--- src/rtl/lvds_tx_serializer.sv ---
// lvds_tx_serializer: 7:1 LVDS transmit serializer running in the serial-bit clock domain.
// Optional feature: define LVDS_TX_PRBS_EN to add the prbs_en input and per-lane PRBS7 generators.
module lvds_tx_serializer #(
    parameter int         LANES       = 4,
    parameter logic [6:0] CLK_PATTERN = 7'b1100011,
    parameter bit         MSB_FIRST   = 1'b1
) (
    input  logic             Serial_Clock,
    input  logic             reset,
    input  logic             color_mode,
`ifdef LVDS_TX_PRBS_EN
    input  logic             prbs_en,
`endif
    input  logic             px_valid,
    output logic             px_ready,
    input  logic             px_hsync,
    input  logic             px_vsync,
    input  logic             px_blank,
    input  logic [7:0]       px_red,
    input  logic [7:0]       px_green,
    input  logic [7:0]       px_blue,
    output logic [LANES-1:0] LVDS_Data,
    output logic             LVDS_Clock,
    output logic             underflow,
    output logic [15:0]      underflow_cnt
);

    generate
        if (LANES != 3 && LANES != 4) begin : g_bad_lanes
            $error("lvds_tx_serializer: LANES must be 3 or 4");
        end
    endgenerate

    function automatic logic [6:0] map_lane(
        input int         lane,
        input logic       jeida,
        input logic [7:0] r,
        input logic [7:0] g,
        input logic [7:0] b,
        input logic       hs,
        input logic       vs,
        input logic       bl
    );
        logic [6:0] w;
        w = '0;
        if (jeida) begin
            case (lane)
                0:       w = {g[2], r[7:2]};
                1:       w = {b[3:2], g[7:3]};
                2:       w = {bl, vs, hs, b[7:4]};
                default: w = {1'b0, b[1:0], g[1:0], r[1:0]};
            endcase
        end else begin
            case (lane)
                0:       w = {g[0], r[5:0]};
                1:       w = {b[1:0], g[5:1]};
                2:       w = {bl, vs, hs, b[5:2]};
                default: w = {1'b0, b[7:6], g[7:6], r[7:6]};
            endcase
        end
        return w;
    endfunction

    // Move the next bit to send into the output position, zero-filling behind it.
    function automatic logic [6:0] shift_word(input logic [6:0] w);
        return MSB_FIRST ? {w[5:0], 1'b0} : {1'b0, w[6:1]};
    endfunction

    function automatic logic out_bit(input logic [6:0] w);
        return MSB_FIRST ? w[6] : w[0];
    endfunction

    logic [2:0] phase;
    logic       boundary;
    logic       transfer;
    logic       jeida;
    logic       armed;
    logic       test_mode;
    logic [6:0] lane_sr    [LANES];
    logic [6:0] last_word  [LANES];
    logic [6:0] pixel_word [LANES];
    logic [6:0] clk_sr;

    // 18 bpp links always use the JEIDA packing for lanes 0..2.
    assign jeida    = (LANES == 3) ? 1'b1 : color_mode;
    assign boundary = (phase == 3'd6);
    assign px_ready = boundary && !reset && !test_mode;
    assign transfer = px_valid && px_ready;

    always_comb begin
        for (int n = 0; n < LANES; n++) begin
            pixel_word[n] = map_lane(n, jeida, px_red, px_green, px_blue,
                                     px_hsync, px_vsync, px_blank);
        end
    end

`ifdef LVDS_TX_PRBS_EN
    // PRBS7 x^7+x^6+1; seven steps per frame, oldest new bit sent first.
    function automatic logic [6:0] prbs_step7(input logic [6:0] s);
        logic [6:0] t;
        t = s;
        for (int k = 0; k < 7; k++) begin
            t = {t[5:0], t[6] ^ t[5]};
        end
        return t;
    endfunction

    function automatic logic [6:0] bit_reverse(input logic [6:0] w);
        logic [6:0] r;
        r = '0;
        for (int k = 0; k < 7; k++) begin
            r[k] = w[6-k];
        end
        return r;
    endfunction

    logic [6:0] lfsr      [LANES];
    logic [6:0] lfsr_next [LANES];
    logic [6:0] prbs_word [LANES];

    assign test_mode = prbs_en;

    always_comb begin
        for (int n = 0; n < LANES; n++) begin
            lfsr_next[n] = prbs_step7(lfsr[n]);
            prbs_word[n] = MSB_FIRST ? lfsr_next[n] : bit_reverse(lfsr_next[n]);
        end
    end

    always_ff @(posedge Serial_Clock) begin
        if (reset) begin
            for (int n = 0; n < LANES; n++) begin
                lfsr[n] <= 7'h7F ^ 7'(n);
            end
        end else if (boundary && prbs_en) begin
            for (int n = 0; n < LANES; n++) begin
                lfsr[n] <= lfsr_next[n];
            end
        end
    end
`else
    assign test_mode = 1'b0;
`endif

    always_ff @(posedge Serial_Clock) begin
        if (reset) begin
            phase         <= '0;
            armed         <= 1'b0;
            clk_sr        <= '0;
            LVDS_Clock    <= 1'b0;
            LVDS_Data     <= '0;
            underflow     <= 1'b0;
            underflow_cnt <= '0;
            for (int n = 0; n < LANES; n++) begin
                lane_sr[n]   <= '0;
                last_word[n] <= '0;
            end
        end else begin
            underflow  <= 1'b0;
            LVDS_Clock <= out_bit(clk_sr);
            for (int n = 0; n < LANES; n++) begin
                LVDS_Data[n] <= out_bit(lane_sr[n]);
            end
            if (boundary) begin
                phase  <= '0;
                armed  <= 1'b1;
                clk_sr <= CLK_PATTERN;
                if (test_mode) begin
`ifdef LVDS_TX_PRBS_EN
                    for (int n = 0; n < LANES; n++) begin
                        lane_sr[n] <= prbs_word[n];
                    end
`endif
                end else if (transfer) begin
                    for (int n = 0; n < LANES; n++) begin
                        lane_sr[n]   <= pixel_word[n];
                        last_word[n] <= pixel_word[n];
                    end
                end else begin
                    for (int n = 0; n < LANES; n++) begin
                        lane_sr[n] <= last_word[n];
                    end
                    // The boundary straight after reset has no source yet and is not an underflow.
                    if (armed) begin
                        underflow <= 1'b1;
                        if (underflow_cnt != 16'hFFFF) begin
                            underflow_cnt <= underflow_cnt + 16'd1;
                        end
                    end
                end
            end else begin
                phase  <= phase + 3'd1;
                clk_sr <= shift_word(clk_sr);
                for (int n = 0; n < LANES; n++) begin
                    lane_sr[n] <= shift_word(lane_sr[n]);
                end
            end
        end
    end

endmodule

--- config.mk ---
export PLATFORM = sky130hd
export DESIGN_NAME = lvds_tx_serializer
export DESIGN_NICKNAME = d
export VERILOG_FILES = /design/src/rtl/lvds_tx_serializer.sv
export SDC_FILE = /design/constraint.sdc
export NUM_CORES = 1
export LEC_CHECK = 0
export BUFFER_PORTS_ARGS = -buffer_cell sky130_fd_sc_hd__buf_2
export CORE_MARGIN = 3
export CORE_UTILIZATION = 51
export CTS_BUF_LIST = sky130_fd_sc_hd__clkbuf_4 sky130_fd_sc_hd__clkbuf_8 sky130_fd_sc_hd__clkbuf_16
export CTS_CLUSTER_SIZE = 16
export DETAILED_ROUTE_END_ITERATION = 10
export PLACE_DENSITY_LB_ADDON = 0.05
export SYNTH_ARGS = -nofsm -noshare
export SYNTH_HDL_FRONTEND = slang
export SYNTH_SLANG_ARGS = --single-unit
--- constraint.sdc ---
create_clock -name Serial_Clock -period 3.1 [get_ports Serial_Clock]
set_input_delay 0.62 -clock Serial_Clock [delete_from_list [all_inputs] [get_ports Serial_Clock]]
set_output_delay 0.62 -clock Serial_Clock [all_outputs]
set_load 0.03 [all_outputs]
==> impl_metrics.py <==
metrics = {
    "clocking": {
        "cts_tree": "done",
        "clk_path_buf_depth": 2,
        "clock_latency_ns": 0.35,
        "cts_setup_buffers": 0,
        "clk_pin_slew_ns": 0.09,
        "ctsRootBufferMaster": "clkbuf_8",
        "cts_buffers": 9,
        "cts-hold-fix-buffers": 0,
        "htreeDepth": 3,
        "cts_resized": 0,
        "cts.sinks": 88,
    },
    "setup_path": {
        "crit_path_end_kind": "output port",
        "arrival_ns": 1.61,
        "crit_fanout": 10,
        "worstSetupPathType": "flip-flop to output port",
        "cp.required_ns": 2.48,
        "rr_startpoint": "underflow_cnt[0]",
        "crit_path_start": "phase[0]",
        "cp-start-kind": "flip-flop",
    },
    "placement": {
        "placedCellCount": 479,
        "io_buffers": 53,
        "gp_congestion": 0.7486,
        "place_ws_ns": 0.7774,
        "hpwl_um": 4950,
    },
    "route": {
        "drtIter0Drc": 109,
        "num_vias": 2605,
        "postRouteAntennaNets": 0,
        "dr.pass1.iters": 6,
        "vias_per_cell": 5.263,
        "drc": 0,
        "routedWlPerCell_um": 14.39,
        "wl_um": 7124,
    },
    "sta": {
        "rsz0062_at_grt": "false",
        "hold_violations": 0,
        "setup-violations-final": 0,
        "maxSlewHeadroom": 0.4330,
        "worst_slew_pin_slew_ns": 0.8474,
        "period_minus_slack_ns": 2.225,
        "fin_ws_ns": 0.8749,
        "final_max_slew_viol_count": 0,
        "final.period_utilization": 0.7178,
        "fin_setup_tns_ns": 0,
        "skew_ns": 0.01422,
        "fin_hold_ws_ns": 0.4358,
        "clock.fmax_mhz": 449.4,
    },
    "finish": {
        "nets": 428,
        "fin_util": 0.6369,
        "antenna_cells": 0,
        "instances_no_fill": 495,
        "syn_to_final_growth_pct": 18.58,
        "layout-drive-gt1-share": 0.2281,
    },
    "synth": {
        "avgSynthCellArea_um2": 11.80,
        "synth_top_area_share": 0.4187,
        "ys_types": 40,
        "ys_async_sr_fraction": 0,
        "ys_warn_count": 0,
        "postSynthCellCount": 316,
        "synth_edf_count": 52,
        "ys_ff_latch": 88,
        "synth_top_flop_cell": "edfxtp_1",
        "yosysSeqAreaShare": 0.6119,
        "yosys-top-cells-area": "edfxtp_1 (42%), dfxtp_1 (19%), mux2i_1 (6.7%)",
        "netlist_area_um2": 3730,
        "synth_area_leader_cell": "edfxtp_1",
    },
    "pwr": {
        "swShare": 0.2252,
        "peakVddDrop_mv": 0.2599,
        "p_comb_frac": 0.060,
        "p_per_area_nw_per_um2": 511.8,
        "pwr-share-seq": 0.569,
        "clkPwrFrac": 0.371,
        "p_leak_uw": 0.001892,
        "p_switching_uw": 509.7,
        "internal-power_uw": 1754,
    },
    "floorplan": {
        "ios": 54,
        "fp.dieH_um": 91.52,
        "initial_utilization": 0.5371,
        "coreArea_um2": 6944,
        "num_rows": 30,
        "die-area_um2": 8376,
        "fp.dieW_um": 91.52,
    },
    "status": {
        "outcome": "finished clean",
    },
    "run": {
        "maxCapViolations": 0,
    },
    "grt": {
        "grt_usage": 0.1790,
        "grt_pass1_vias": 2456,
        "grt_pass1_wl_um": 11810,
        "overflow": 0,
        "grt_max_degree": 29,
        "antenna_found_initial": 0,
    },
    "min_path": {
        "hp-start": "clk_sr[4]",
        "hp-class": "flip-flop to flip-flop",
    },
}
## logic make-up (layout without fill, tap and decap cells)
logic type                 count (synthesis)  count (layout)  synth area share
buffers and inverters                     26              85           0.02751
other                                      1              25          0.001005
DFF                                       88              88            0.6119
and+or+nand+nor                          105             105            0.1463
xor gates and xnor gates                   1               1          0.002349
muxes                                     27              27           0.07313
AOI/OAI and AO/OA                         65              65            0.1278
adders and majority gates                  3               3           0.01006
## power by group through the flow
stage	Clock, uW	Combinational (uW)	Sequential (uW)
after floorplan	0	83.2	1320
after global placement	0	134	1320
after detailed placement	0	136	1320
after CTS	854	136	1290
after global routing	910	152	1290
final	840	135	1290
## final cells by class
cell class,count,area [um2]
fill,581,2521
multi-input combinational,226,1441
sequential,88,2282
tap,96,120.1
clock buffer,11,151.4
clock inverter,5,63.81
inverter,9,33.78
timing repair buffer,60,330.3
## cells in the mapped netlist (2+ instances only)
master    number
and3_1         6
and2_1         5
o41ai_1        3
buf_2          4
edfxtp_1      52
o31ai_1        6
inv_2          2
mux2_2         2
nor2_1        43
mux2i_1       25
dfxtp_1       36
ha_1           3
nor2b_1        6
or2_2          2
clkbuf_1      13
or3_1          2
a21oi_1       19
nand4_1        3
nand2_1       13
o21ai_0        8
o311ai_0       2
a221o_1       17
inv_1          7
or4_1          6
a21o_1         7
o221a_2        2
nand3_1        9
## cell usage in the layout (no fill, tap or decap), types with 3 or more instances in the layout
| cell type | n |
|---|---|
| o41ai_1 | 3 |
| conb_1 | 25 |
| edfxtp_1 | 52 |
| o21ai_0 | 8 |
| or4_1 | 6 |
| a21o_1 | 7 |
| and2_1 | 5 |
| mux2i_1 | 25 |
| buf_2 | 53 |
| inv_1 | 7 |
| clkbuf_8 | 11 |
| ha_1 | 3 |
| a21oi_1 | 18 |
| nand2_1 | 13 |
| o31ai_1 | 6 |
| buf_4 | 6 |
| nand4_1 | 3 |
| nor2b_1 | 6 |
| nor2_1 | 42 |
| nand3_1 | 9 |
| a221o_1 | 17 |
| dfxtp_1 | 36 |
| and3_1 | 6 |
## metal layers
layer  routed length (um)  track usage
met2                 3392       0.2885
met3                  313      0.03397
met4                  106      0.07538
met1                 3311       0.2358
met5                    0            0
## per-stage QoR
stage | instance area [um2] | power, uW
after global routing | 4423 | 2356
final | 4423 | 2264
after floorplan | 3820 | 1400
after global placement | 4208 | 1450
after detailed placement | 4208 | 1453
after CTS | 4423 | 2280
## worst max-delay path, cell delays in order (launching register included)
cell and delay (ns):
dfxtp_1 0.34, inv_1 0.06, ha_1 0.25, nand3_1 0.17, inv_2 0.19, buf_2 0.24
## sequential cells by signal, summed over array words and instances, names as in the netlist
signal	count
underflow	1
lane_sr	28
LVDS_Data	4
phase	3
LVDS_Clock	1
last_word	27
armed	1
clk_sr	7
underflow_cnt	16
## path summary, 6_finish.rpt
path	end	slack, ns	depth (start not counted)
worst max-delay path	px_ready	0.87	5
worst min-delay path	clk_sr[5]	0.44	1
worst max register to register	underflow_cnt[12]	0.98	5
worst min register to register	clk_sr[5]	0.44	1
(Power assumes the default switching activity.)
